[config.mk]
export PLATFORM = sky130hd
export DESIGN_NAME = ov7670_frame_gen
export DESIGN_NICKNAME = d
export VERILOG_FILES = /design/src/rtl/ov7670_pkg.sv /design/src/rtl/ov7670_pixel_src.sv /design/src/rtl/ov7670_frame_gen.sv
export SDC_FILE = /design/constraint.sdc
export NUM_CORES = 1
export LEC_CHECK = 0
export ABC_AREA = 1
export CAP_MARGIN = 20
export CORE_MARGIN = 2
export CORE_UTILIZATION = 51
export DETAILED_ROUTE_END_ITERATION = 7
export PLACE_DENSITY_LB_ADDON = 0.1
export SETUP_SLACK_MARGIN = 0.5
export SYNTH_ARGS = -nofsm -noshare
export SYNTH_HDL_FRONTEND = slang
export SYNTH_HIERARCHICAL = 1
export SYNTH_SLANG_ARGS = --single-unit
[constraint.sdc]
create_clock -name clk -period 2.5 [get_ports clk]
set_clock_uncertainty 0.2 [all_clocks]
set_input_delay 0.375 -clock clk [delete_from_list [all_inputs] [get_ports clk]]
set_output_delay 0.375 -clock clk [all_outputs]
set_load 0.005 [all_outputs]
[src/rtl/ov7670_pkg.sv]
// Shared constants, colour-bar table, FSM encoding and video payload for the OV7670 emulator.
package ov7670_pkg;

  localparam int unsigned H_ACTIVE_DEF  = 160;
  localparam int unsigned V_ACTIVE_DEF  = 120;
  localparam int unsigned H_BLANK_DEF   = 16;
  localparam int unsigned VSYNC_LEN_DEF = 3;
  localparam int unsigned V_BACK_DEF    = 2;
  localparam int unsigned V_FRONT_DEF   = 2;

  localparam int unsigned ADDR_W = 15;
  localparam int unsigned PIX_W  = 16;
  localparam int unsigned BYTE_W = 8;

  localparam logic [PIX_W-1:0] BAR_WHITE   = 16'hFFFF;
  localparam logic [PIX_W-1:0] BAR_YELLOW  = 16'hFFE0;
  localparam logic [PIX_W-1:0] BAR_CYAN    = 16'h07FF;
  localparam logic [PIX_W-1:0] BAR_GREEN   = 16'h07E0;
  localparam logic [PIX_W-1:0] BAR_MAGENTA = 16'hF81F;
  localparam logic [PIX_W-1:0] BAR_RED     = 16'hF800;
  localparam logic [PIX_W-1:0] BAR_BLUE    = 16'h001F;
  localparam logic [PIX_W-1:0] BAR_BLACK   = 16'h0000;

  typedef enum logic [2:0] {
    ST_IDLE   = 3'd0,
    ST_VSYNC  = 3'd1,
    ST_VBACK  = 3'd2,
    ST_ACTIVE = 3'd3,
    ST_VFRONT = 3'd4
  } state_e;

  // Sensor-side video bus driven on each PCLK falling edge
  typedef struct packed {
    logic              vsync;
    logic              href;
    logic [BYTE_W-1:0] d;
  } vid_t;

  // Colour for a bar index, in left-to-right order
  function automatic logic [PIX_W-1:0] bar_colour(input logic [2:0] idx);
    case (idx)
      3'd0:    bar_colour = BAR_WHITE;
      3'd1:    bar_colour = BAR_YELLOW;
      3'd2:    bar_colour = BAR_CYAN;
      3'd3:    bar_colour = BAR_GREEN;
      3'd4:    bar_colour = BAR_MAGENTA;
      3'd5:    bar_colour = BAR_RED;
      3'd6:    bar_colour = BAR_BLUE;
      default: bar_colour = BAR_BLACK;
    endcase
  endfunction

endpackage

[src/rtl/ov7670_pixel_src.sv]
// Pixel source: colour bars from the column index, or memory data held for both bytes.
module ov7670_pixel_src
  import ov7670_pkg::*;
#(
  parameter int unsigned H_ACTIVE = H_ACTIVE_DEF,
  parameter int unsigned XW       = 8
) (
  input  logic             clk,
  input  logic             rst_n,
  input  logic [XW-1:0]    x,
  input  logic             mode,
  input  logic             rd_vld,
  input  logic [PIX_W-1:0] rd_data,
  output logic [PIX_W-1:0] pixel_c
);

  localparam int unsigned PW = XW + 3;

  logic [PIX_W-1:0] pix_d, pix_q;
  logic [2:0]       bar_idx;

  // Capture memory data the clk it arrives; byte 1 reads the held copy
  always_comb begin
    pix_d   = rd_vld ? rd_data : pix_q;
    bar_idx = 3'({x, 3'b000} / PW'(H_ACTIVE));
    if (mode) begin
      pixel_c = rd_vld ? rd_data : pix_q;
    end else begin
      pixel_c = bar_colour(bar_idx);
    end
  end

  // Held memory pixel
  always_ff @(posedge clk or negedge rst_n) begin
    if (!rst_n) begin
      pix_q <= '0;
    end else begin
      pix_q <= pix_d;
    end
  end

endmodule

[src/rtl/ov7670_frame_gen.sv]
// OV7670 sensor emulator: PCLK = clk/2, VSYNC/HREF/D in RGB565, two bytes per pixel.
module ov7670_frame_gen
  import ov7670_pkg::*;
#(
  parameter int unsigned H_ACTIVE  = H_ACTIVE_DEF,
  parameter int unsigned V_ACTIVE  = V_ACTIVE_DEF,
  parameter int unsigned H_BLANK   = H_BLANK_DEF,
  parameter int unsigned VSYNC_LEN = VSYNC_LEN_DEF,
  parameter int unsigned V_BACK    = V_BACK_DEF,
  parameter int unsigned V_FRONT   = V_FRONT_DEF
) (
  input  logic              clk,
  input  logic              rst_n,
  input  logic              enable,
  input  logic              mode,
  output logic [ADDR_W-1:0] rd_addr,
  output logic              rd_en,
  input  logic [PIX_W-1:0]  rd_data,
  output logic              PCLK,
  output logic              VSYNC,
  output logic              HREF,
  output logic [BYTE_W-1:0] D,
  output logic              frame_done
);

  localparam int unsigned LINE_P = 2 * H_ACTIVE + H_BLANK;
  localparam int unsigned HREF_P = 2 * H_ACTIVE;
  localparam int unsigned HW     = $clog2(LINE_P);
  localparam int unsigned XW     = HW - 1;
  localparam int unsigned YW     = $clog2(VSYNC_LEN + V_BACK + V_ACTIVE + V_FRONT);

  state_e            state_d, state_q;
  logic [YW-1:0]     y_d, y_q;
  logic [HW-1:0]     h_d, h_q;
  logic              started_d, started_q;
  logic              mode_d, mode_q;
  logic              pclk_d, pclk_q;
  vid_t              vid_d, vid_q;
  logic              rd_en_d, rd_en_q;
  logic              rd_vld_d, rd_vld_q;
  logic [ADDR_W-1:0] rd_addr_d, rd_addr_q;
  logic [ADDR_W-1:0] addr_cnt_d, addr_cnt_q;
  logic              frame_done_d, frame_done_q;

  state_e            adv_st;
  logic [YW-1:0]     adv_y;
  logic [HW-1:0]     adv_h;
  logic              frame_end_c;
  logic              fetch_next_c;
  logic [PIX_W-1:0]  pixel_c;

  // Number of lines in a state, minus one
  function automatic logic [YW-1:0] line_last(input state_e st);
    case (st)
      ST_VSYNC:  line_last = YW'(VSYNC_LEN - 1);
      ST_VBACK:  line_last = YW'(V_BACK - 1);
      ST_ACTIVE: line_last = YW'(V_ACTIVE - 1);
      ST_VFRONT: line_last = YW'(V_FRONT - 1);
      default:   line_last = '0;
    endcase
  endfunction

  // Position of the PCLK period that starts at the coming falling edge
  always_comb begin
    adv_st      = state_q;
    adv_y       = y_q;
    adv_h       = h_q;
    frame_end_c = 1'b0;
    if (started_q) begin
      if (h_q != HW'(LINE_P - 1)) begin
        adv_h = h_q + HW'(1);
      end else begin
        adv_h = '0;
        if (y_q != line_last(state_q)) begin
          adv_y = y_q + YW'(1);
        end else begin
          adv_y = '0;
          case (state_q)
            ST_VSYNC:  adv_st = ST_VBACK;
            ST_VBACK:  adv_st = ST_ACTIVE;
            ST_ACTIVE: adv_st = ST_VFRONT;
            ST_VFRONT: begin
              frame_end_c = 1'b1;
              adv_st      = enable ? ST_VSYNC : ST_IDLE;
            end
            default:   adv_st = ST_IDLE;
          endcase
        end
      end
    end
  end

  // True when the period after adv_* is byte 0 of a pixel, so its read goes out now
  always_comb begin
    fetch_next_c = 1'b0;
    if (adv_st == ST_ACTIVE && adv_h[0] && adv_h < HW'(HREF_P - 1)) begin
      fetch_next_c = 1'b1;
    end
    if (adv_h == HW'(LINE_P - 1) &&
        ((adv_st == ST_ACTIVE && adv_y != YW'(V_ACTIVE - 1)) ||
         (adv_st == ST_VBACK  && adv_y == YW'(V_BACK - 1)))) begin
      fetch_next_c = 1'b1;
    end
  end

  ov7670_pixel_src #(
    .H_ACTIVE (H_ACTIVE),
    .XW       (XW)
  ) u_pixel_src (
    .clk     (clk),
    .rst_n   (rst_n),
    .x       (adv_h[HW-1:1]),
    .mode    (mode_q),
    .rd_vld  (rd_vld_q),
    .rd_data (rd_data),
    .pixel_c (pixel_c)
  );

  // Frame FSM, PCLK divider, video bus and read-request generation
  always_comb begin
    state_d      = state_q;
    y_d          = y_q;
    h_d          = h_q;
    started_d    = started_q;
    mode_d       = mode_q;
    pclk_d       = pclk_q;
    vid_d        = vid_q;
    rd_en_d      = 1'b0;
    rd_vld_d     = rd_en_q;
    rd_addr_d    = rd_addr_q;
    addr_cnt_d   = addr_cnt_q;
    frame_done_d = 1'b0;

    if (state_q == ST_IDLE) begin
      pclk_d = 1'b0;
      vid_d  = '0;
      if (enable) begin
        state_d    = ST_VSYNC;
        y_d        = '0;
        h_d        = '0;
        started_d  = 1'b0;
        mode_d     = mode;
        addr_cnt_d = '0;
      end
    end else begin
      pclk_d = ~pclk_q;
      if (pclk_q) begin
        started_d    = 1'b1;
        state_d      = adv_st;
        y_d          = adv_y;
        h_d          = adv_h;
        frame_done_d = frame_end_c;
        if (frame_end_c) begin
          addr_cnt_d = '0;
          if (enable) begin
            mode_d = mode;
          end
        end
        vid_d.vsync = (adv_st == ST_VSYNC);
        vid_d.href  = (adv_st == ST_ACTIVE) && (adv_h < HW'(HREF_P));
        vid_d.d     = '0;
        if (vid_d.href) begin
          vid_d.d = adv_h[0] ? pixel_c[7:0] : pixel_c[15:8];
        end
        if (mode_q && fetch_next_c) begin
          rd_en_d    = 1'b1;
          rd_addr_d  = addr_cnt_q;
          addr_cnt_d = addr_cnt_q + ADDR_W'(1);
        end
      end
    end
  end

  // State and output registers
  always_ff @(posedge clk or negedge rst_n) begin
    if (!rst_n) begin
      state_q      <= ST_IDLE;
      y_q          <= '0;
      h_q          <= '0;
      started_q    <= 1'b0;
      mode_q       <= 1'b0;
      pclk_q       <= 1'b0;
      vid_q        <= '0;
      rd_en_q      <= 1'b0;
      rd_vld_q     <= 1'b0;
      rd_addr_q    <= '0;
      addr_cnt_q   <= '0;
      frame_done_q <= 1'b0;
    end else begin
      state_q      <= state_d;
      y_q          <= y_d;
      h_q          <= h_d;
      started_q    <= started_d;
      mode_q       <= mode_d;
      pclk_q       <= pclk_d;
      vid_q        <= vid_d;
      rd_en_q      <= rd_en_d;
      rd_vld_q     <= rd_vld_d;
      rd_addr_q    <= rd_addr_d;
      addr_cnt_q   <= addr_cnt_d;
      frame_done_q <= frame_done_d;
    end
  end

  assign PCLK       = pclk_q;
  assign VSYNC      = vid_q.vsync;
  assign HREF       = vid_q.href;
  assign D          = vid_q.d;
  assign rd_en      = rd_en_q;
  assign rd_addr    = rd_addr_q;
  assign frame_done = frame_done_q;

endmodule
==> flow_metrics.tcl <==
set metrics [dict create \
    syn_area_mm2 0.00450 \
    grt_usage 0.255 \
    maxSlewViolCount 0 \
    fmax_ghz 0.339 \
    antenna_found_initial 0 \
    slowest_delay_ps 410 \
    drtAntennaViolNets 0 \
    finalCritPeriodShare 1.18 \
    io_buffers 47 \
    setup_violations 40 \
    avgSynthCellArea_um2 7.74 \
    slowest_stage "dfrtp_1" \
    floorplan.rows 34 \
    numCtsBuffers 9 \
    drt_iter0_markers 221 \
    h-tree-depth 3 \
    cpMostUsedCell "buf_4" \
    maxCapViolations 0 \
    arrival_ps 3000 \
    drc 0 \
    filler_cell_count 603 \
    fin_util 0.758 \
    die_w_um 98.0 \
    tightest_slew_ps 636 \
    critPathMaxFanout 5 \
    cts-root-buf "clkbuf_8" \
    worst-path-buf-inv 6 \
    irDropWorstVdd_v 0.000252 \
    min_path_type "reg2reg" \
    diodes 0 \
    ys_warn_count 6 \
    vias_per_cell 5.39 \
    drive_gt1_frac 0.345 \
    fin_nets 755 \
    areaGrowthSynthToFinish_pct 45.5 \
    synth_cells 582 \
    gp_congestion 0.900 \
    status "finished, violations left" \
    die_area_mm2 0.00959 \
    setup_slack_ps -446 \
    fin_crit_ps 2950 \
    cp.required_ps 2560 \
    crit_path_end_kind "flop" \
    routedWlPerCell_um 15.5 \
    power_mw 2.41 \
    dpl.hpwl_um 8070 \
    clock_latency_ps 370 \
    tritoncts "built" \
    grt_pass1_wl_um 20100 \
    hold_viol 0 \
    overflow 0 \
    finalWirelength_um 13100 \
    clkTransAtPathRegs_ps 100 \
    synth_nets 605 \
    p_leak_nw 3.33 \
    grt_max_degree 35 \
    setup_tns_ps -12320 \
    io_pins 48 \
    cp_cell_sequence "buf_4, nand2_2, nor2_4, nand4_1, nor2_1, xor2_1, buf_4, inv_4, buf_6, o211ai_1, inv_1, nor2_1, nand2_2, buf_4, nand3_4, nand2_1, mux2i_1, o21ai_1" \
    grt_pass1_vias 4338 \
    violations "negative setup slack" \
    crit_type "reg2reg" \
    cp_top_family "simple AND/OR/NAND/NOR gates" \
    dr.pass1.iters 5 \
    rsz0062_at_grt "true" \
    cts_num_sinks 81 \
    powerDensity_mw_per_mm2 368 \
    cts_buffer_depth 2 \
    initial_core_util 0.521 \
    startpoint_type "flop" \
    core-area_mm2 0.00864 \
    relSlewSlack 0.576 \
    dr_total_vias 4558 \
    fp.dieH_um 98.0 \
]
## registers in the layout, indices dropped and copies added (netlist names)
signal	count
D	8
HREF	1
PCLK	1
VSYNC	1
addr_cnt_q	15
frame_done	1
h_q	9
mode_q	1
rd_addr	15
rd_en	1
rd_vld_q	1
started_q	1
state_q	3
u_pixel_src/pix_q	16
y_q	7
## per-layer routing
| metal | track usage | vias to the layer above | part of all wire |
|---|---|---|---|
| met1 | 0.339 | 2149 | 0.43 |
| met4 | 0.0726 | 0 | 0.028 |
| met3 | 0.0544 | 48 | 0.058 |
| li1 | - | 2179 | - |
| met5 | 0 | - | 0 |
| met2 | 0.424 | 182 | 0.49 |
## final timing paths
| path | slack, ps | cells past startpoint | endpoint | startpoint |
|---|---|---|---|---|
| setup reg to reg | -450 | 18 | D[4] | h_q[1] |
| hold reg to reg | 180 | 0 | rd_vld_q | rd_en |
| hold / removal | 180 | 0 | rd_vld_q | rd_en |
| min in group asynchronous | 300 | 2 | h_q[4] | rst_n |
| max in group asynchronous | 1170 | 3 | state_q[0] | rst_n |
| setup / recovery | -450 | 18 | D[4] | h_q[1] |
## stage by stage
| stage | setup WS, ps | instance area [um2] | hold slack (ps) | instances |
|---|---|---|---|---|
| 6_report | -446 | 6550 | 180 | 845 |
| 5_1_grt | -543 | 6550 | 200 | 845 |
| 4_1_cts | -230 | 6060 | 182 | 823 |
| 3_5_place_dp | -332 | 5640 | 158 | 794 |
| 3_3_place_gp | -175 | 5640 | 160 | 794 |
| 2_1_floorplan | -78.3 | 4580 | -121 | 582 |
## area by class of cell
| type | instances | area (um2) | share of cell area |
|---|---|---|---|
| repair buffers | 156 | 1410 | 0.215 |
| multi-input cells | 416 | 2480 | 0.379 |
| clock inverters | 6 | 73.8 | 0.0113 |
| clock buffers | 10 | 138 | 0.0210 |
| inverters | 66 | 268 | 0.0409 |
| flip-flops and latches | 81 | 2030 | 0.310 |
| repair inverters | 2 | 15.0 | 0.00229 |
| well taps | 108 | 135 | 0.0206 |
## layout by cell type, fill, tap and decap left out, types with 9 or more instances in the layout
cell type and instances:
nand2_1 163, buf_4 87, dfrtp_1 79, inv_1 48
clkdlybuf4s50_1 46, nor2_1 36, nand2_2 31, nand3_1 29
buf_6 18, o21ai_1 16, mux2_2 16, o21ai_0 14
inv_2 11, nand3_2 10, clkbuf_8 10, nand2_4 9
nand4_1 9, o21ai_2 9, o22ai_1 9
## report_power, final
group | switching [mW] | internal, mW
Combinational | 0.0329 | 0.0322
Sequential | 0 | 1.31
Clock | 0.535 | 0.503
Total | 0.568 | 1.84
## repair_timing
item                                   4_1_cts  5_1_grt
resized for setup                           25       97
buffers inserted                            11       19
setup endpoints to repair                   62       62
endpoints found under the hold margin       31        0
hold buffers                                 1        0
pin swaps                                   15       17
cloned                                       1        3
(Power assumes the default switching activity.)
